### config.mk
export PLATFORM = sky130hd
export DESIGN_NAME = systolic_feed_controller
export DESIGN_NICKNAME = d
export VERILOG_FILES = /design/src/rtl/systolic_feed_controller.sv
export SDC_FILE = /design/constraint.sdc
export NUM_CORES = 1
export LEC_CHECK = 0
export ABC_AREA = 1
export CORE_MARGIN = 10
export CORE_UTILIZATION = 45
export DETAILED_ROUTE_END_ITERATION = 7
export GPL_ROUTABILITY_DRIVEN = 0
export HOLD_SLACK_MARGIN = 0.1
export PLACE_DENSITY = 0.68
export RECOVER_POWER = 50
export SLEW_MARGIN = 25
export SYNTH_ARGS = -nofsm -noshare
export SYNTH_HDL_FRONTEND = slang
export SYNTH_SLANG_ARGS = --single-unit
### constraint.sdc
create_clock -name clk -period 3.7 [get_ports clk]
set_clock_uncertainty 0.2 [all_clocks]
set_input_delay 1.11 -clock clk [delete_from_list [all_inputs] [get_ports clk]]
set_output_delay 1.11 -clock clk [all_outputs]
set_load 0.02 [all_outputs]
### src/rtl/systolic_feed_controller.sv
// Input-skew feed sequencer for one systolic tile: clear shifters, load operands, stream, drain, done.
// Optional abort/flush behaviour is enabled by defining FEED_CTRL_ABORT_EN.
//
// state  | meaning
// IDLE   | waiting for start
// CLEAR  | one cycle of sr_clr to wipe stale shifter contents
// LOAD   | read ARRAY_WIDTH words, load_en trails rd_en by one cycle
// STREAM | sr_out_en high for the skewed streaming window
// DRAIN  | wait for the PE pipeline to empty
// DONE   | one-cycle done pulse
// FLUSH  | abort clean-up: sr_clr for one cycle, then IDLE
module systolic_feed_controller #(
  parameter int ARRAY_WIDTH  = 4,
  parameter int DSP_DELAY    = 4,
  parameter int DRAIN_CYCLES = 3,
  parameter int CNT_W        = 8,
  localparam int ADDR_W      = (ARRAY_WIDTH > 1) ? $clog2(ARRAY_WIDTH) : 1
) (
  input  logic              clk,
  input  logic              rst,
  input  logic              start,
  input  logic              abort,
  output logic              busy,
  output logic              done,
  output logic              rd_en,
  output logic [ADDR_W-1:0] rd_addr,
  output logic              sr_clr,
  output logic              sr_load_en,
  output logic              sr_out_en
);

  localparam int STREAM_LEN = (DSP_DELAY - 1) * (ARRAY_WIDTH - 1) + ARRAY_WIDTH;
  localparam logic [CNT_W-1:0] LOAD_CNT   = CNT_W'(ARRAY_WIDTH);
  localparam logic [CNT_W-1:0] STREAM_CNT = CNT_W'(STREAM_LEN - 1);
  localparam logic [CNT_W-1:0] DRAIN_CNT  = CNT_W'((DRAIN_CYCLES > 0) ? DRAIN_CYCLES - 1 : 0);

  typedef enum logic [2:0] {
    S_IDLE, S_CLEAR, S_LOAD, S_STREAM, S_DRAIN, S_DONE, S_FLUSH
  } state_t;

  state_t           state;
  logic [CNT_W-1:0] cnt;
  logic             abort_hit;

`ifdef FEED_CTRL_ABORT_EN
  assign abort_hit = abort;
`else
  logic unused_abort;
  assign unused_abort = abort;
  assign abort_hit    = 1'b0;
`endif

  // Outputs are computed for the state being entered, so every strobe is a flop.
  always_ff @(posedge clk or posedge rst) begin
    if (rst) begin
      state      <= S_IDLE;
      cnt        <= '0;
      busy       <= 1'b0;
      done       <= 1'b0;
      rd_en      <= 1'b0;
      rd_addr    <= '0;
      sr_clr     <= 1'b0;
      sr_load_en <= 1'b0;
      sr_out_en  <= 1'b0;
    end else begin
      done       <= 1'b0;
      rd_en      <= 1'b0;
      sr_clr     <= 1'b0;
      sr_load_en <= 1'b0;
      sr_out_en  <= 1'b0;
      case (state)
        S_IDLE: begin
          if (start) begin
            state  <= S_CLEAR;
            cnt    <= '0;
            busy   <= 1'b1;
            sr_clr <= 1'b1;
          end
        end
        S_DONE, S_FLUSH: begin
          state <= S_IDLE;
          cnt   <= '0;
          busy  <= 1'b0;
        end
        default: begin
          if (abort_hit) begin
            state  <= S_FLUSH;
            cnt    <= '0;
            sr_clr <= 1'b1;
          end else begin
            case (state)
              S_CLEAR: begin
                state   <= S_LOAD;
                cnt     <= LOAD_CNT;
                rd_en   <= 1'b1;
                rd_addr <= '0;
              end
              S_LOAD: begin
                // Operand buffer has one cycle of read latency.
                sr_load_en <= rd_en;
                if (cnt == '0) begin
                  state     <= S_STREAM;
                  cnt       <= STREAM_CNT;
                  sr_out_en <= 1'b1;
                end else begin
                  cnt <= cnt - 1'b1;
                  if (cnt > CNT_W'(1)) begin
                    rd_en   <= 1'b1;
                    rd_addr <= ADDR_W'(ARRAY_WIDTH + 1 - int'(cnt));
                  end
                end
              end
              S_STREAM: begin
                if (cnt == '0) begin
                  if (DRAIN_CYCLES == 0) begin
                    state <= S_DONE;
                    done  <= 1'b1;
                  end else begin
                    state <= S_DRAIN;
                    cnt   <= DRAIN_CNT;
                  end
                end else begin
                  cnt       <= cnt - 1'b1;
                  sr_out_en <= 1'b1;
                end
              end
              S_DRAIN: begin
                if (cnt == '0) begin
                  state <= S_DONE;
                  done  <= 1'b1;
                end else begin
                  cnt <= cnt - 1'b1;
                end
              end
              default: begin
                state <= S_IDLE;
                cnt   <= '0;
                busy  <= 1'b0;
              end
            endcase
          end
        end
      endcase
    end
  end

endmodule

==> flow_summary.ini <==
[clocking]
clock-sinks = 19
clockBufferDepth = 2
cts_resized = 0
htree_levels = 1
cts-root-buf = clkbuf_4
cts_hold_buf = 0
clkLatencyLatePin_ns = 0.29
post_cts_buffers = 0
clkTransAtPathRegs_ns = 0.10
cts_inserted_buffers = 3
cts_tree = built

[pwr]
seq_power_share = 0.327
switching_power_uw = 482.7
power_density_nw_per_um2 = 872.1
internal_power_uw = 552.8
pwr-share-clk = 0.099
vdd_drop_max_mv = 0.4752
power_switching_share = 0.4661
combPwrFrac = 0.574
p_leak_uw = 0.0006450

[critical_path]
crit_fanout = 2
worstSetupStartpointType = flop
crit_type = reg2out
crit_chain = clkdlybuf4s50_1
cp_slowest_cell = clkdlybuf4s50_1
r2r_start = cnt[0]$_DFFE_PP0P_
arrival_ns = 1.26
max_stage_delay_ns = 0.61
ff2ff_setup_slack_ns = 1.57
r2r_end = rd_addr[1]$_DFFE_PP0P_
cp_top_family = buffers and inverters
path_buf_inv = 1
crit_required_ns = 2.39
worst-r2r-cell-count = 8
crit_path_end_kind = output port

[drt]
drtPass1Iterations = 4
postRouteAntennaNets = 0
wirelength_um = 1887
drt_iter0_markers = 37
drc = 0
num_vias = 834
routed_via_density = 4.821
wl_per_cell_um = 10.91

[logic_synthesis]
syn_area_per_cell_sq_um = 7.975
yosys_warnings = 0
synthTopCellsByArea = dfrtp_1, nand2_1, inv_1, nor2_1, ha_1
synthFlopType = dfrtp_1
async_flop_share = 1.000
netlist_instances = 131
synth_top_cell_by_area = dfrtp_1
ys_seq_elements = 19
ys_seq_area_frac = 0.4551
synthTopCellsByCount = nand2_1, dfrtp_1, inv_1, nor2_1, nand3_1
synth.most_common_cell = nand2_1
ys_types = 23
synth-edff-count = 0
synth.cell_area_sq_um = 1045
synth_top_area_share = 0.4551
syn_nets = 138

[sta]
rsz0062_at_grt = false
maxSlewHeadroom = 0.5328
fin_crit_ns = 2.574
hold_viol = 0
finalMaxSlewViolations = 0
min_period_over_period = 0.6956
setup_viol = 0
worstMarginPinSlew_ns = 0.7000
fin_tns_setup_ns = 0
fmax_mhz = 388.6
whs_ns = 0.2954

[floorplan]
die_area_sq_um = 4649
die_w_um = 68.19
start_util = 0.4723
die_h_um = 68.19
rows = 17
ios = 12
core-area_sq_um = 2212

[placement]
port_buffers = 10
place_hpwl_um = 1487

[global_routing]
grt_overflow = 0
grt_pass1_wl_um = 3360
first_global_vias = 812
track_usage = 0.08952
grt_max_degree = 20
antenna_found_initial = 0

[layout]
fin_nets = 153
n_antenna_cell = 0
drive_above_1_share = 0.1379
synthToLayoutAreaGrowth_pct = 13.65

[run_status]
status = finished, final reports clean

[flow_run]
max_cap_violations = 0

[hold_path]
hp-start = rd_en$_DFF_PP0_
hold_path_depth = 2
worstHoldPathType = reg2reg
holdPathEnd = sr_load_en$_DFF_PP0_
metrics by stage:
stage	util	setup WS [ns]	power, uW	instances	cell area [sq um]
2_1_floorplan	-	1.781	817.0	131	1045
3_3_place_gp	0.5334	1.187	964.4	169	1180
3_5_place_dp	0.5334	1.171	976.9	169	1180
4_1_cts	0.5458	1.102	1084	173	1207
5_1_grt	0.5368	1.071	1152	173	1187
6_report	0.5368	1.126	1036	173	1187
cell usage in the layout, fill, tap and decap left out, drive strengths merged:
master,Yosys,layout
clkinv,0,1
clkdlybuf4s50,0,8
nand2,39,39
ha,3,3
xnor2,1,1
xor2,1,1
dfrtp,19,19
o211ai,1,1
and3,1,1
nor3b,1,1
o21ai,10,10
o21bai,2,2
nor3,1,1
nor2,21,21
nand3,8,8
nand4,2,2
inv,20,20
clkbuf,0,3
a21oi,1,1
dlygate4sd3,0,2
power by group through the flow:
stage                     clock (uW)  combinational (uW)  sequential (uW)
after floorplan                    0                 443              374
after global placement             0                 623              342
after detailed placement           0                 634              343
after CTS                        108                 637              339
after global routing             117                 684              351
final                            103                 594              338
per-layer routing:
metal / global-route usage / share of wire / vias to the layer above
li1: - / - / 435
met4: 0.03015 / 0.012 / 0
met3: 0.02447 / 0.059 / 4
met1: 0.1080 / 0.49 / 381
met2: 0.1500 / 0.44 / 14
met5: 0 / 0 / -
cell families after synthesis:
family                     Yosys count  synth area share
buffers and inverters               20           0.07185
xor gates and xnor gates             2           0.01677
adders and majority gates            3           0.03593
AOI/OAI and AO/OA                   14           0.09341
DFF                                 19            0.4551
and+or+nand+nor                     73            0.3269
sequential cells by signal, summed over array words and instances (netlist names):
name / flops
busy: 1
cnt: 8
done: 1
rd_addr: 2
rd_en: 1
sr_clr: 1
sr_load_en: 1
sr_out_en: 1
state: 3
area by class of cell:
| cell class | instances | area [sq um] |
|---|---|---|
| Inverter | 20 | 75.07 |
| Timing Repair Buffer | 10 | 100.1 |
| Clock buffer | 3 | 22.52 |
| Clock inverter | 1 | 5.005 |
| Fill cell | 219 | 1025 |
| Sequential cell | 19 | 475.5 |
| Tap cell | 28 | 35.03 |
| Multi-Input combinational cell | 92 | 474.2 |
worst reg2reg max path, stage by stage (launching register included):
cell,delay (ns)
dfrtp_1,0.41
inv_1,0.16
ha_1,0.18
nand2_2,0.05
nor2_1,0.53
nor2_1,0.11
o21ai_0,0.21
nand3_1,0.11
o21ai_0,0.10
how the worst max path moves through the flow:
stage / startpoint / endpoint / slack, ns / cells past startpoint
6_report: rd_addr[1]$_DFFE_PP0P_ / rd_addr[1] / 1.13 / 1
5_1_grt: rd_en$_DFF_PP0_ / rd_en / 1.07 / 1
4_1_cts: rd_addr[1]$_DFFE_PP0P_ / rd_addr[1] / 1.10 / 1
3_5_place_dp: start / cnt[5]$_DFFE_PP0P_ / 1.17 / 6
3_3_place_gp: start / cnt[4]$_DFFE_PP0P_ / 1.19 / 6
2_1_floorplan: start / cnt[5]$_DFFE_PP0P_ / 1.78 / 6
Note: power is estimated with default switching activity, not from simulation.
